## src/rtl/ticket_dispenser.sv

```systemverilog
// Walk-in request front end: numbers requests, buffers them, and issues them
// to the queue scheduler with a minimum idle gap between issues.
module ticket_dispenser #(
  parameter int DT_SZ = 4,
  parameter int BUF_D = 2,
  parameter int BUF_W = 2,
  parameter int GAP   = 2
) (
  input  logic             clk,
  input  logic             rst_n,
  input  logic             req,
  input  logic [DT_SZ-1:0] req_time,
  output logic             req_ack,
  output logic             req_nak,
  output logic             out_valid,
  output logic [DT_SZ-1:0] out_num,
  output logic [DT_SZ-1:0] out_time,
  output logic [DT_SZ-1:0] next_num,
  output logic [BUF_W-1:0] pend_cnt,
  output logic [7:0]       drop_cnt
);

  localparam int               GAP_W    = (GAP < 1) ? 1 : $clog2(GAP + 1);
  localparam logic [BUF_W-1:0] BUF_FULL = BUF_W'(BUF_D);
  localparam logic [DT_SZ-1:0] NUM_MAX  = '1;

  typedef enum logic {IDLE, HOLD} state_t;

  state_t             state_q, state_d;
  logic [GAP_W-1:0]   gap_q, gap_d;
  logic [BUF_W-1:0]   pend_cnt_q, pend_cnt_d;
  logic [DT_SZ-1:0]   next_num_q, next_num_d;
  logic [7:0]         drop_cnt_q, drop_cnt_d;
  logic               req_ack_q, req_ack_d;
  logic               req_nak_q, req_nak_d;
  logic               out_valid_q, out_valid_d;
  logic [DT_SZ-1:0]   out_num_q, out_num_d;
  logic [DT_SZ-1:0]   out_time_q, out_time_d;
  logic [DT_SZ-1:0]   ent_num_q  [BUF_D];
  logic [DT_SZ-1:0]   ent_num_d  [BUF_D];
  logic [DT_SZ-1:0]   ent_time_q [BUF_D];
  logic [DT_SZ-1:0]   ent_time_d [BUF_D];
  logic               pop;
  logic               push;
  logic [BUF_W-1:0]   wr_idx;

  // Pop decision uses registered occupancy, so a fresh push is never bypassed.
  always_comb begin
    pop    = (state_q == IDLE) && (pend_cnt_q != '0);
    push   = req && (req_time != '0) && ((pend_cnt_q < BUF_FULL) || pop);
    wr_idx = pop ? (pend_cnt_q - 1'b1) : pend_cnt_q;
  end

  always_comb begin
    state_d = state_q;
    gap_d   = gap_q;
    case (state_q)
      IDLE: begin
        if (pop && (GAP > 0)) begin
          state_d = HOLD;
          gap_d   = GAP_W'(GAP);
        end
      end
      HOLD: begin
        gap_d = gap_q - 1'b1;
        if (gap_q <= GAP_W'(1)) begin
          state_d = IDLE;
        end
      end
      default: state_d = IDLE;
    endcase
  end

  // Shift-down FIFO: head always at entry 0, new entry lands after the survivors.
  always_comb begin
    ent_num_d  = ent_num_q;
    ent_time_d = ent_time_q;
    if (pop) begin
      for (int i = 0; i < BUF_D - 1; i++) begin
        ent_num_d[i]  = ent_num_q[i+1];
        ent_time_d[i] = ent_time_q[i+1];
      end
    end
    if (push) begin
      for (int i = 0; i < BUF_D; i++) begin
        if (BUF_W'(i) == wr_idx) begin
          ent_num_d[i]  = next_num_q;
          ent_time_d[i] = req_time;
        end
      end
    end
  end

  always_comb begin
    pend_cnt_d  = pend_cnt_q;
    next_num_d  = next_num_q;
    drop_cnt_d  = drop_cnt_q;
    req_ack_d   = push;
    req_nak_d   = req && !push;
    out_valid_d = pop;
    out_num_d   = pop ? ent_num_q[0]  : '0;
    out_time_d  = pop ? ent_time_q[0] : '0;
    if (push && !pop) begin
      pend_cnt_d = pend_cnt_q + 1'b1;
    end else if (pop && !push) begin
      pend_cnt_d = pend_cnt_q - 1'b1;
    end
    // Zero marks an idle bus downstream, so numbering skips it on wrap.
    if (push) begin
      next_num_d = (next_num_q == NUM_MAX) ? DT_SZ'(1) : next_num_q + 1'b1;
    end
    if (req && !push && (drop_cnt_q != 8'hFF)) begin
      drop_cnt_d = drop_cnt_q + 8'd1;
    end
  end

  always_ff @(posedge clk or posedge rst_n) begin
    if (rst_n) begin
      state_q     <= IDLE;
      gap_q       <= '0;
      pend_cnt_q  <= '0;
      next_num_q  <= DT_SZ'(1);
      drop_cnt_q  <= '0;
      req_ack_q   <= 1'b0;
      req_nak_q   <= 1'b0;
      out_valid_q <= 1'b0;
      out_num_q   <= '0;
      out_time_q  <= '0;
    end else begin
      state_q     <= state_d;
      gap_q       <= gap_d;
      pend_cnt_q  <= pend_cnt_d;
      next_num_q  <= next_num_d;
      drop_cnt_q  <= drop_cnt_d;
      req_ack_q   <= req_ack_d;
      req_nak_q   <= req_nak_d;
      out_valid_q <= out_valid_d;
      out_num_q   <= out_num_d;
      out_time_q  <= out_time_d;
    end
  end

  for (genvar gi = 0; gi < BUF_D; gi++) begin : g_ent
    always_ff @(posedge clk or posedge rst_n) begin
      if (rst_n) begin
        ent_num_q[gi]  <= '0;
        ent_time_q[gi] <= '0;
      end else begin
        ent_num_q[gi]  <= ent_num_d[gi];
        ent_time_q[gi] <= ent_time_d[gi];
      end
    end
  end

  assign req_ack   = req_ack_q;
  assign req_nak   = req_nak_q;
  assign out_valid = out_valid_q;
  assign out_num   = out_num_q;
  assign out_time  = out_time_q;
  assign next_num  = next_num_q;
  assign pend_cnt  = pend_cnt_q;
  assign drop_cnt  = drop_cnt_q;

endmodule

```

## config.mk

```make
export PLATFORM = sky130hd
export DESIGN_NAME = ticket_dispenser
export DESIGN_NICKNAME = d
export VERILOG_FILES = /design/src/rtl/ticket_dispenser.sv
export SDC_FILE = /design/constraint.sdc
export NUM_CORES = 1
export LEC_CHECK = 0
export ABC_CLOCK_PERIOD_IN_PS = 1910
export CAP_MARGIN = 10
export CORE_ASPECT_RATIO = 0.8
export CORE_MARGIN = 4
export CORE_UTILIZATION = 41
export CTS_CLUSTER_SIZE = 30
export DETAILED_ROUTE_END_ITERATION = 12
export GPL_ROUTABILITY_DRIVEN = 1
export PLACE_DENSITY = 0.67
export SLEW_MARGIN = 25
export SYNTH_ARGS = -nofsm -noshare
export SYNTH_HDL_FRONTEND = slang
export SYNTH_SLANG_ARGS = --single-unit
```

## constraint.sdc

```tcl
create_clock -name clk -period 1.91 [get_ports clk]
set_input_delay 0.2865 -clock clk [delete_from_list [all_inputs] [get_ports clk]]
set_output_delay 0.2865 -clock clk [all_outputs]
set_load 0.05 [all_outputs]
```

==> run metrics <==
Post-route DRC 0; dpl cells 244; number of core rows 21; worst skew pair latency 290 ps; Worst Path Required 1620 ps; Die ar. 5790 um^2; mapped cell area 1900 um^2; first-pass GRT wire length 6.41 mm; outcome finished, final reports clean; Die Ht 68.9 um; fmax 540 MHz; Worst setup EP type output pin; Hold Crit Class input port to async pin; Ant. Diodes 0; Pre-antenna DRT Iters 4; clock-pin slew on the worst setup and hold paths 70 ps; Synth area leaders dfrtp_1 57%, mux2_2 15%, and2_1 2.6%; hold buffers post-CTS 0; Starting Density 0.438; Syn Area/Cell 13.1 um^2; Crit path buffers/inverters 1; vias per cell 5.11; Non-Filler Instances 254; Slew Limit Fails 0; final setup violation count 0; Power per Cell Area 2030 nW/um^2; post-synth cell types 32; Port-buffer cells 31; initial antenna violation count 0; Peak VDD IR 1.05 mV; number of flops mapped to enable cells by yosys 0; worst hold margin 351 ps; area leader, netlist dfrtp_1; final worst-path setup slack 57.5 ps; slowest stage cell, crit path clkdlybuf4s50_1; sequential cell area fraction in the yosys report 0.580; number of H-tree levels 2; DRT iter0 DRCs 75; Crit Path Class flop to output pin; clock root cell clkbuf_8; Setup WS pre-CTS -228 ps; top post-synthesis cells by count 43 x dfrtp_1, 26 x mux2_2, 8 x and2_1, 8 x nand2_1, 8 x nand3_1; prevailing post-synth register cell dfrtp_1; largest net degree at the start of global routing 25; Tmin final 1850 ps; delay-heaviest family, CP buffers and inverters; most frequent cell after synthesis dfrtp_1; max incr delay on CP 840 ps; Sum Neg Setup Slack 0 ps; vias in the first global route 1,395; final instance area 2550 um^2; final worst path period share 0.970; die width 84.1 um; CTS sink count 44; final hold vios 0; share of the synthesized area in the top cell type 0.567; post-synthesis sequential element count 44; Rel. slew slack 0.657; crit-path cells clkdlybuf4s50_1; post-route ant nets 0; Mapped Cells 145; Syn Nets 156; Post-DP Area 2440 um^2; critical path data arrival time 1570 ps; static leakage 0.00113 uW; Final Routed Wirelength 3.85 mm; critical path fanouts, max 4; Startpoint Class flop; critical register-to-register path startpoint pend_cnt[0]; area of the multi-input gates 820 um^2; WL/cell 15.2 um; CTS tree done; ys async rst share 1.00; Clock Tree Buf Depth 2; DP HPWL 2.71 mm; CTS buffer count 5; max-cap violations 0; Core Box Area 4340 um^2; Area Growth Syn to Fin 34.3%; share of layout cells above drive strength 1 0.355; grt total ovfl 0; Worst-Margin Slew 513 ps; I/O Pins 32; crit path launch drop_cnt[0]; Final Skew 1.79 ps; Sequential Area 1100 um^2; detailed-route via count 1,297; Global Route Usage Sum 0.147; fin nets 207; Filler Cell Count 353; Yosys Warn Count 0; gpl congestion 0.827
-- power breakdown --
part           switching [uW]  internal (uW)
clock network             290            295
logic                    1580           1290
registers                 317           1390
total                    2190           2980
-- sequential cells by signal (all words and copies together) (netlist names) --
signal and flops:
state_q 1, out_valid 1, out_num 4, next_num 4
req_nak 1, out_time 4, drop_cnt 8, gap_q 2
ent_num_q 8, pend_cnt 2, ent_time_q 8, req_ack 1
-- placed cells by master (no fill, tap or decap), types with 3 or more instances in the layout --
cell type,n
xnor2_1,3
nor2_1,3
dfrtp_1,41
xor2_1,5
nor4_1,4
nand2_1,8
buf_4,20
clkdlybuf4s50_1,24
nand3_1,6
clkbuf_8,6
mux2_2,21
ha_1,3
mux2_4,6
and2_1,8
inv_1,3
-- layout make-up --
cell class                 instances  area share
multi-input combinational         92       0.321
tap                               57      0.0280
clock buffer                       8      0.0353
inverter                           6      0.0118
timing repair buffer              47       0.170
sequential                        44       0.433
-- through the flow --
stage | util | power [uW]
floorplan | - | 3700
global placement | 0.562 | 4470
detailed placement | 0.562 | 4560
CTS | 0.583 | 5170
global route | 0.588 | 5490
finish | 0.588 | 5170
-- worst paths after layout --
check | endpoint | slack [ps] | depth (start not counted)
max | drop_cnt[0] | 60 | 1
min | drop_cnt[2] | 350 | 3
max reg2reg | ent_num_q[6] | 60 | 8
min reg2reg | out_num[2] | 480 | 1
max in group asynchronous | next_num[0] | 1270 | 3
min in group clk | out_num[2] | 480 | 1
-- cells by family after synthesis --
logic type / after synthesis / share of synthesized area
buffers and inverters: 9 / 0.0191
flip-flops: 44 / 0.580
multiplexers: 27 / 0.162
XOR/XNOR: 8 / 0.0369
adder cells (fa/ha/maj): 4 / 0.0264
AO/OA/AOI/OAI: 13 / 0.0619
AND/OR/NAND/NOR: 40 / 0.113
-- timing repair --
| item | CTS | global route |
|---|---|---|
| hold endpoints to repair | 0 | 0 |
| setup endpoints to repair | 0 | 9 |
| gates resized for setup | 0 | 2 |
| setup buffers | 0 | 2 |
-- metal layers --
| metal | routed length [um] | up-vias | track usage |
|---|---|---|---|
| met5 | 0 | - | 0 |
| met4 | 60 | 0 | 0.0703 |
| met3 | 195 | 8 | 0.0475 |
| met2 | 1800 | 31 | 0.249 |
| met1 | 1790 | 647 | 0.174 |
| li1 | - | 611 | - |
Power figures use the tool's default switching activity.
